[config.mk]
export PLATFORM = sky130hd
export DESIGN_NAME = serial_adder
export DESIGN_NICKNAME = d
export VERILOG_FILES = /design/src/rtl/serial_adder_pkg.sv /design/src/rtl/serial_adder_cnt.sv /design/src/rtl/serial_adder.sv
export SDC_FILE = /design/constraint.sdc
export NUM_CORES = 1
export LEC_CHECK = 0
export ABC_AREA = 1
export BUFFER_PORTS_ARGS = -buffer_cell sky130_fd_sc_hd__buf_2
export CAP_MARGIN = 20
export CORE_UTILIZATION = 50
export DETAILED_ROUTE_END_ITERATION = 10
export GPL_TIMING_DRIVEN = 0
export PLACE_DENSITY_LB_ADDON = 0.12
export SKIP_LAST_GASP = 1
export SLEW_MARGIN = 20
export SYNTH_ARGS = -nofsm -noshare
export SYNTH_HDL_FRONTEND = slang
export SYNTH_SLANG_ARGS = --single-unit
[constraint.sdc]
create_clock -name clk -period 5.3 [get_ports clk]
set_input_delay 0.53 -clock clk [delete_from_list [all_inputs] [get_ports clk]]
set_output_delay 0.53 -clock clk [all_outputs]
set_load 0.005 [all_outputs]
[src/rtl/serial_adder_pkg.sv]
// serial_adder_pkg: shared types and width helpers for the serial adder.
// result_width() is the same formula the pipelined adder tree uses, so the
// serial and parallel implementations agree on the result width.
package serial_adder_pkg;

    // Two-state frame controller: collecting words, or presenting a result.
    typedef enum logic {
        ACCUM = 1'b0,
        OUT   = 1'b1
    } state_t;

    // Width of a zero-extended sum of `inputs` unsigned words of `width` bits.
    function automatic int result_width(input int inputs, input int width);
        return width + $clog2(inputs);
    endfunction

    // Width needed to hold a word count from 0 up to and including `inputs`.
    function automatic int count_width(input int inputs);
        return $clog2(inputs + 1);
    endfunction

endpackage

[src/rtl/serial_adder_cnt.sv]
// serial_adder_cnt: frame word counter for serial_adder.
// clr_i has priority over load_i, which has priority over inc_i.
// load_i starts a new frame at one word; tc_o flags that the next counted
// word completes a full frame of INPUTS_NUM words.
module serial_adder_cnt #(
    parameter int INPUTS_NUM = 125,
    parameter int CNT_WIDTH  = 7
) (
    input  logic                 clk,
    input  logic                 nrst,
    input  logic                 clr_i,
    input  logic                 load_i,
    input  logic                 inc_i,
    output logic [CNT_WIDTH-1:0] cnt_o,
    output logic                 tc_o,
    output logic                 zero_o
);

    localparam logic [CNT_WIDTH-1:0] TC_VAL = CNT_WIDTH'(INPUTS_NUM - 1);

    logic [CNT_WIDTH-1:0] cnt_q;
    logic [CNT_WIDTH-1:0] cnt_d;

    // Next count: clear at end of frame, load on a frame's first word, else count.
    always_comb begin
        cnt_d = cnt_q;
        if (clr_i) begin
            cnt_d = '0;
        end else if (load_i) begin
            cnt_d = CNT_WIDTH'(1);
        end else if (inc_i) begin
            cnt_d = cnt_q + 1'b1;
        end
    end

    // Count register; reset discards any partial frame.
    always_ff @(posedge clk or negedge nrst) begin
        if (!nrst) begin
            cnt_q <= '0;
        end else begin
            cnt_q <= cnt_d;
        end
    end

    assign cnt_o  = cnt_q;
    assign tc_o   = (cnt_q == TC_VAL);
    assign zero_o = (cnt_q == '0);

endmodule

[src/rtl/serial_adder.sv]
// serial_adder: sums a frame of INPUTS_NUM unsigned words arriving one per
// handshake and returns the zero-extended sum plus the word count.
// Optional feature macro: SERIAL_ADDER_TLAST_EN -- when defined, an accepted
// word with id_last = 1 ends the frame early.
//
// Handshake: a word is accepted on a cycle where id_valid & id_ready are both
// high at the rising edge; a result is taken where od_valid & od_ready are
// both high. id_ready depends only on state, od_ready and nrst (never on
// id_valid); od_valid is a registered state decode.
module serial_adder
    import serial_adder_pkg::*;
#(
    parameter  int INPUTS_NUM  = 125,
    parameter  int IDATA_WIDTH = 16,
    localparam int STAGES_NUM  = result_width(INPUTS_NUM, IDATA_WIDTH) - IDATA_WIDTH,
    localparam int ODATA_WIDTH = IDATA_WIDTH + STAGES_NUM,
    localparam int CNT_WIDTH   = count_width(INPUTS_NUM)
) (
    input  logic                   clk,
    input  logic                   nrst,
    input  logic                   id_valid,
    output logic                   id_ready,
    input  logic [IDATA_WIDTH-1:0] idata,
    input  logic                   id_last,
    output logic                   od_valid,
    input  logic                   od_ready,
    output logic [ODATA_WIDTH-1:0] odata,
    output logic [CNT_WIDTH-1:0]   od_count,
    output logic                   dbg_state_o
);

    state_t                 state_q;
    state_t                 state_d;
    logic [ODATA_WIDTH-1:0] acc_q;
    logic [ODATA_WIDTH-1:0] acc_d;
    logic [ODATA_WIDTH-1:0] odata_q;
    logic [ODATA_WIDTH-1:0] odata_d;
    logic [CNT_WIDTH-1:0]   od_count_q;
    logic [CNT_WIDTH-1:0]   od_count_d;
    logic [ODATA_WIDTH-1:0] sum;
    logic [CNT_WIDTH-1:0]   cnt;
    logic                   tc;
    logic                   first;
    logic                   accept;
    logic                   take;
    logic                   last_en;
    logic                   frame_end;

`ifdef SERIAL_ADDER_TLAST_EN
    assign last_en = id_last;
`else
    // id_last has no effect in fixed-length frames.
    logic unused_id_last;
    assign unused_id_last = id_last;
    assign last_en        = 1'b0;
`endif

    assign od_valid  = (state_q == OUT);
    assign id_ready  = nrst & ((state_q == ACCUM) | od_ready);
    assign accept    = id_valid & id_ready;
    assign take      = od_valid & od_ready;
    assign frame_end = accept & (tc | last_en);

    // The first word of a frame replaces the accumulator instead of adding,
    // so no separate clear cycle is needed between frames.
    assign sum = first ? ODATA_WIDTH'(idata) : acc_q + ODATA_WIDTH'(idata);

    serial_adder_cnt #(
        .INPUTS_NUM (INPUTS_NUM),
        .CNT_WIDTH  (CNT_WIDTH)
    ) u_cnt (
        .clk    (clk),
        .nrst   (nrst),
        .clr_i  (frame_end),
        .load_i (accept & ~frame_end & first),
        .inc_i  (accept & ~frame_end & ~first),
        .cnt_o  (cnt),
        .tc_o   (tc),
        .zero_o (first)
    );

    // Next state: enter OUT on a frame end; leave OUT when the result is
    // taken unless the same cycle's word completes another frame.
    always_comb begin
        state_d = state_q;
        case (state_q)
            ACCUM: begin
                if (frame_end) begin
                    state_d = OUT;
                end
            end
            OUT: begin
                if (take) begin
                    state_d = frame_end ? OUT : ACCUM;
                end
            end
            default: state_d = ACCUM;
        endcase
    end

    // Datapath next values: accumulate on accepts, capture result on frame end.
    always_comb begin
        acc_d      = acc_q;
        odata_d    = odata_q;
        od_count_d = od_count_q;
        if (accept) begin
            acc_d = sum;
        end
        if (frame_end) begin
            odata_d    = sum;
            od_count_d = cnt + 1'b1;
        end
    end

    // State and datapath registers; reset drops partial sums and pending results.
    always_ff @(posedge clk or negedge nrst) begin
        if (!nrst) begin
            state_q    <= ACCUM;
            acc_q      <= '0;
            odata_q    <= '0;
            od_count_q <= '0;
        end else begin
            state_q    <= state_d;
            acc_q      <= acc_d;
            odata_q    <= odata_d;
            od_count_q <= od_count_d;
        end
    end

    assign odata       = odata_q;
    assign od_count    = od_count_q;
    assign dbg_state_o = state_q;

endmodule

Word level (Yosys, flattened, before mapping)
Cells that the tools add are included.
{"block": "totals", "ff_bits": 61, "latch_bits": 0, "ram_bits": 0, "rom_bits": 0, "word_cells": 28, "n_memories": 0}
{"block": "op_classes", "n_addsub": 2, "n_mul": 0, "div": 0, "magnitude_cmp": 0, "n_eq_ne": 1, "n_shift": 0, "muxes": 7, "bitwise_logic": 11, "reduce_logical": 2}
{"cell": "adder 23 x 16 -> 23 bit", "n": 1}
{"cell": "two-way mux 23 bit", "n": 1}
{"cell": "two-way mux 7 bit", "n": 3}
{"cell": "adder 7 x 1 -> 7 bit (second input constant)", "n": 1}
{"cell": "AND 1 bit", "n": 7}
{"cell": "== test 7 bit (second input constant)", "n": 1}
{"cell": "zero test 7 bit", "n": 1}
{"cell": "inverter 1 bit", "n": 3}
{"cell": "nonzero test 3 bit", "n": 1}
{"cell": "two-way mux 1 bit", "n": 2}
{"cell": "one-hot mux 1 bit (2 select lines)", "n": 1}
{"cell": "OR 1 bit", "n": 1}

Logic depth before layout (Yosys ltp)
{"block": "depth", "word_depth": 11, "ltp_mapped": 13, "ltp_nobuf": 13}

Modules after synthesis
A second synthesis with hierarchy kept.
{"block": "unflattened", "hier_cells": 636, "hier_area_um2": 4271.6}
{"module": "serial_adder", "n_inst": 1, "cells_per_inst": 580, "area_per_inst_um2": 3847.4, "seq_area_each_um2": 1351.3}
{"module": "serial_adder_cnt", "n_inst": 1, "cells_per_inst": 56, "area_per_inst_um2": 424.2, "seq_area_each_um2": 175.2}

Worst setup path before layout
OpenSTA, ideal clock, no wires.
{"block": "synth_timing", "path_kind": "input-to-reg", "start": "input port idata[0]", "end": "register acc_q[20]", "t_arrival_ns": 1.856, "required_ns": 5.182, "slack_ns": 3.325, "stages": 11, "path_cell_list": "ha_1 inv_1 fa_1 nor2_1 o21ai_0 nand2_1 nand2_1 nand2_1 nand3_1 nand4_1 nand2_1"}
{"block": "synth_between", "elab_chain_cells": 2}
{"item": "from (decl)", "line": "serial_adder.sv:23", "text": "input logic [IDATA_WIDTH-1:0] idata,"}
{"item": "adder 23 x 16 -> 23 bit", "line": "serial_adder.sv:66", "text": "assign sum = first ? ODATA_WIDTH'(idata) : acc_q + ODATA_WIDTH'(idata);"}
{"item": "two-way mux 23 bit", "line": "serial_adder.sv:66"}
{"item": "to (signal assigned)", "line": "serial_adder.sv:119", "text": "acc_q <= '0;"}
{"item": "to (signal assigned)", "line": "serial_adder.sv:124", "text": "acc_q <= acc_d;"}
{"item": "to (decl)", "line": "serial_adder.sv:34", "text": "logic [ODATA_WIDTH-1:0] acc_q;"}
No other way between the ends.
A chain may end at the register's enable or synchronous reset.

Final worst setup path
{"block": "layout_timing", "start": "register acc_q[0]", "end": "register odata_q[16] (netlist: odata[16])"}
{"block": "layout_between", "elab_chain_cells": 2}
{"item": "adder 23 x 16 -> 23 bit", "line": "serial_adder.sv:66"}
{"item": "two-way mux 23 bit", "line": "serial_adder.sv:66"}
{"item": "to (signal assigned)", "line": "serial_adder.sv:125", "text": "odata_q <= odata_d;"}
{"item": "to (decl)", "line": "serial_adder.sv:36", "text": "logic [ODATA_WIDTH-1:0] odata_q;"}
No other way between the ends.

==> results.rst <==
.. list-table::
   :header-rows: 1

   * - Metric
     - Value
   * - Post-CTS Resized
     - 0
   * - Post-synthesis cell type count
     - 31
   * - Yosys top cell by area
     - sky130_fd_sc_hd__dfrtp_1
   * - Number of synthesized register bits
     - 61
   * - Worst clock skew
     - 0.01251 ns
   * - Top cells by area, synth
     - sky130_fd_sc_hd__dfrtp_1, sky130_fd_sc_hd__nand2_1, sky130_fd_sc_hd__inv_1
   * - Cell Chain, Critical Path
     - ha_1, inv_1, fa_1, nor2_1, o21ai_0, nand2_1, nand2_1, nand2_1, nand2_1, nand3_1, o21ai_0
   * - Via total after detailed routing
     - 3855
   * - Fin util
     - 0.5938
   * - Switching power of the nets
     - 1.001 mW
   * - Power density of the placed cells
     - 474.7 nW/um^2
   * - Arrival time of the worst setup path
     - 2.50 ns
   * - Sink Count
     - 61
   * - Area share of the largest cell type after synthesis
     - 0.3861
   * - Critical path required time
     - 5.56 ns
   * - Root buffer selected by CTS
     - sky130_fd_sc_hd__clkbuf_8
   * - Sequential-to-total area share from yosys stat
     - 0.3861
   * - Element type at the critical path end
     - register
   * - Clock Tree Buf Depth
     - 2
   * - Worst path most repeated cell
     - sky130_fd_sc_hd__nand2_1
   * - Clock tree from TritonCTS
     - done
   * - Largest fanout on the critical path
     - 4
   * - Relative area change from synthesis to final layout
     - 15.44%
   * - CP max stage delay
     - 0.39 ns
   * - Pwr Total
     - 2.167 mW
   * - Detailed Routing Iterations Pass 1
     - 7
   * - Critical path's top delay family
     - simple AND/OR/NAND/NOR gates
   * - Class of the most critical setup path
     - register to register
   * - Part of the power in the clock network
     - 0.200
   * - Asr flop ratio synth
     - 1.000
   * - Starting utilization of the core area
     - 0.5143
   * - Commonest non-fill, non-tap cells in the layout
     - sky130_fd_sc_hd__nand2_1, sky130_fd_sc_hd__inv_1, sky130_fd_sc_hd__dfrtp_1
   * - Post-detailed-routing wire length
     - 10150 um
   * - Antenna-violating nets left
     - 0
   * - Number of maximum-capacitance constraint violations
     - 0
   * - Clock-pin transition on the worst setup and hold timing paths
     - 0.08 ns
   * - Total Neg Setup Slack
     - 0 ns
   * - Average footprint of a synthesized cell
     - 6.876 um^2
   * - Area of the placeable core
     - 7687 um^2
   * - Tcrit/Tclk final
     - 0.4229
   * - Peak VDD IR
     - 0.2670 mV
   * - Final global-route overflow total
     - 0
   * - Type of the worst min-delay path
     - input port to asynchronous set/reset pin
   * - Via count normalized by instance count
     - 5.168
   * - Wire length of the first global-routing pass
     - 17420 um
   * - Leakage power total
     - 2.668 nW
   * - Maximum number of pins on one net before global-route repair
     - 33
   * - Number of global-route vias before repair
     - 3775
   * - Number of CTS-inserted buffers
     - 9
   * - Combinational fraction of design power
     - 0.504
   * - Number of nets produced by synthesis
     - 615
   * - Dpl ws
     - 2.749 ns
   * - Instance count of the mapped netlist
     - 575
   * - Final critical path time including I/O delays and setup
     - 2.241 ns
   * - Die width
     - 90.93 um
   * - Worst slew margin
     - 0.6033
   * - Internal power component
     - 1.166 mW
   * - Buffer count from post-CTS setup fixing
     - 0
   * - Final hold viol count
     - 0
   * - Final weighted congestion in routability-driven placement
     - 0.9816
   * - Cell count after placement
     - 730
   * - Count of warnings emitted by yosys
     - 0
   * - Total Nets Final
     - 679
   * - Worst reg-to-reg setup slack
     - 3.06 ns
   * - Die area
     - 8267 um^2
   * - Sw frac
     - 0.4621
   * - Launching element type of the critical path
     - register
   * - Pin slew with the least headroom to its limit
     - 0.5951 ns
   * - Highest-delay cell along the critical path
     - sky130_fd_sc_hd__dfrtp_1
   * - Antenna violations before repair
     - 0
   * - Worst path bufs/invs
     - 1
   * - Count of final max-slew check failures
     - 0
   * - Remaining DRCs
     - 0
   * - Run status
     - complete, no violations
   * - Count of inserted antenna diode cells
     - 0
   * - Gr usage total
     - 0.2682
   * - Portion of total power attributed to sequential cells
     - 0.296
   * - Primary flip-flop cell chosen by synthesis mapping
     - sky130_fd_sc_hd__dfrtp_1
   * - Share of layout cells above drive strength 1
     - 0.1366
   * - PnR worst setup slack
     - 3.059 ns
   * - IO Count
     - 54
   * - Average detailed-routed wire length per instance
     - 13.61 um
   * - EDFF count, synth
     - 0
   * - Cell area after technology mapping
     - 3954 um^2
   * - Clock latency of the later-clocked register in the worst-skew pair
     - 0.35 ns
   * - RSZ-0062 raised after global routing
     - no
   * - Die H
     - 90.93 um
   * - Maximum achievable frequency
     - 446.2 MHz
   * - Standard-cell row count
     - 32
   * - Count of non-filler cells in the finished layout
     - 746
   * - Most frequent standard cell in the layout excluding fill and tap cells
     - sky130_fd_sc_hd__nand2_1
   * - Post-CTS Hold Buffers
     - 0
   * - Number of setup violations in the final report
     - 0
   * - Post-detail-place hpwl
     - 7783 um
   * - Number of levels in the clock H-tree
     - 3
   * - Number of violations reported at the end of detailed-routing iteration 0
     - 207
   * - IO Port Bufs
     - 52
[Yosys cell counts (4+ instances only)]
| cell | count |
|---|---|
| sky130_fd_sc_hd__inv_1 | 80 |
| sky130_fd_sc_hd__xor2_1 | 7 |
| sky130_fd_sc_hd__clkbuf_1 | 5 |
| sky130_fd_sc_hd__nand4_1 | 19 |
| sky130_fd_sc_hd__nor3_1 | 5 |
| sky130_fd_sc_hd__o211ai_1 | 6 |
| sky130_fd_sc_hd__nand3_1 | 43 |
| sky130_fd_sc_hd__dfrtp_1 | 61 |
| sky130_fd_sc_hd__or2_2 | 7 |
| sky130_fd_sc_hd__nand2_1 | 226 |
| sky130_fd_sc_hd__nor2_1 | 34 |
| sky130_fd_sc_hd__buf_2 | 7 |
| sky130_fd_sc_hd__o22ai_1 | 5 |
| sky130_fd_sc_hd__xnor2_1 | 4 |
| sky130_fd_sc_hd__a21oi_1 | 7 |
| sky130_fd_sc_hd__ha_1 | 18 |
| sky130_fd_sc_hd__o21ai_0 | 25 |
[layer usage]
| layer | global-route usage | up-vias | routed length (um) |
|---|---|---|---|
| met4 | 0.1098 | 0 | 199 |
| li1 | - | 1946 | - |
| met3 | 0.03535 | 15 | 463 |
| met5 | 0 | - | 0 |
| met2 | 0.4470 | 98 | 4723 |
| met1 | 0.3519 | 1796 | 4767 |
[flip-flops by register name, indices dropped and copies added, names as in the netlist]
name,count
acc_q,23
dbg_state_o,1
od_count,7
odata,23
u_cnt.cnt_o,7
[final cells by class]
cell class	count	area, um^2
fill	777	3123
multi-input combinational	417	2036
sequential	61	1526
inverter	81	304.0
timing repair buffer	53	282.8
clock buffer	11	141.4
tap	102	127.6
buffer	16	87.58
clock inverter	5	58.81
[worst paths after layout]
check                            startpoint        endpoint  cells past startpoint
worst max-delay path               acc_q[0]       odata[16]                     11
worst max register to register     acc_q[0]       odata[16]                     11
worst min-delay path                   nrst        acc_q[8]                      1
worst min register to register  od_count[2]     od_count[2]                      2
max in group asynchronous              nrst  u_cnt.cnt_o[2]                      2
min in group clk                   od_ready     dbg_state_o                      2
[cell families (layout without fill, tap and decap cells)]
kind of cell,count (synthesis),count (layout),synth area share
AND/OR/NAND/NOR,339,339,0.3582
XOR/XNOR,11,11,0.02437
buffers and inverters,97,166,0.09905
flip-flops,61,61,0.3861
AO/OA/AOI/OAI,47,47,0.06772
adder cells (fa/ha/maj),19,19,0.06203
multiplexers,1,1,0.002532
[power groups by stage]
| stage | registers (mW) | logic (mW) | clock network [mW] |
|---|---|---|---|
| final | 0.641 | 1.09 | 0.434 |
| after global routing | 0.654 | 1.25 | 0.459 |
| after CTS | 0.640 | 1.08 | 0.439 |
| after detailed placement | 0.648 | 1.08 | 0 |
| after global placement | 0.644 | 1.05 | 0 |
| after floorplan | 0.627 | 0.822 | 0 |
[per-stage QoR]
| stage | hold slack [ns] | area [um^2] |
|---|---|---|
| finish | 0.1080 | 4564 |
| global route | 0.1453 | 4564 |
| CTS | 0.1265 | 4564 |
| detailed placement | 0.4613 | 4364 |
| global placement | 0.4589 | 4342 |
| floorplan | 0.2344 | 3954 |
Power figures use the tool's default switching activity.
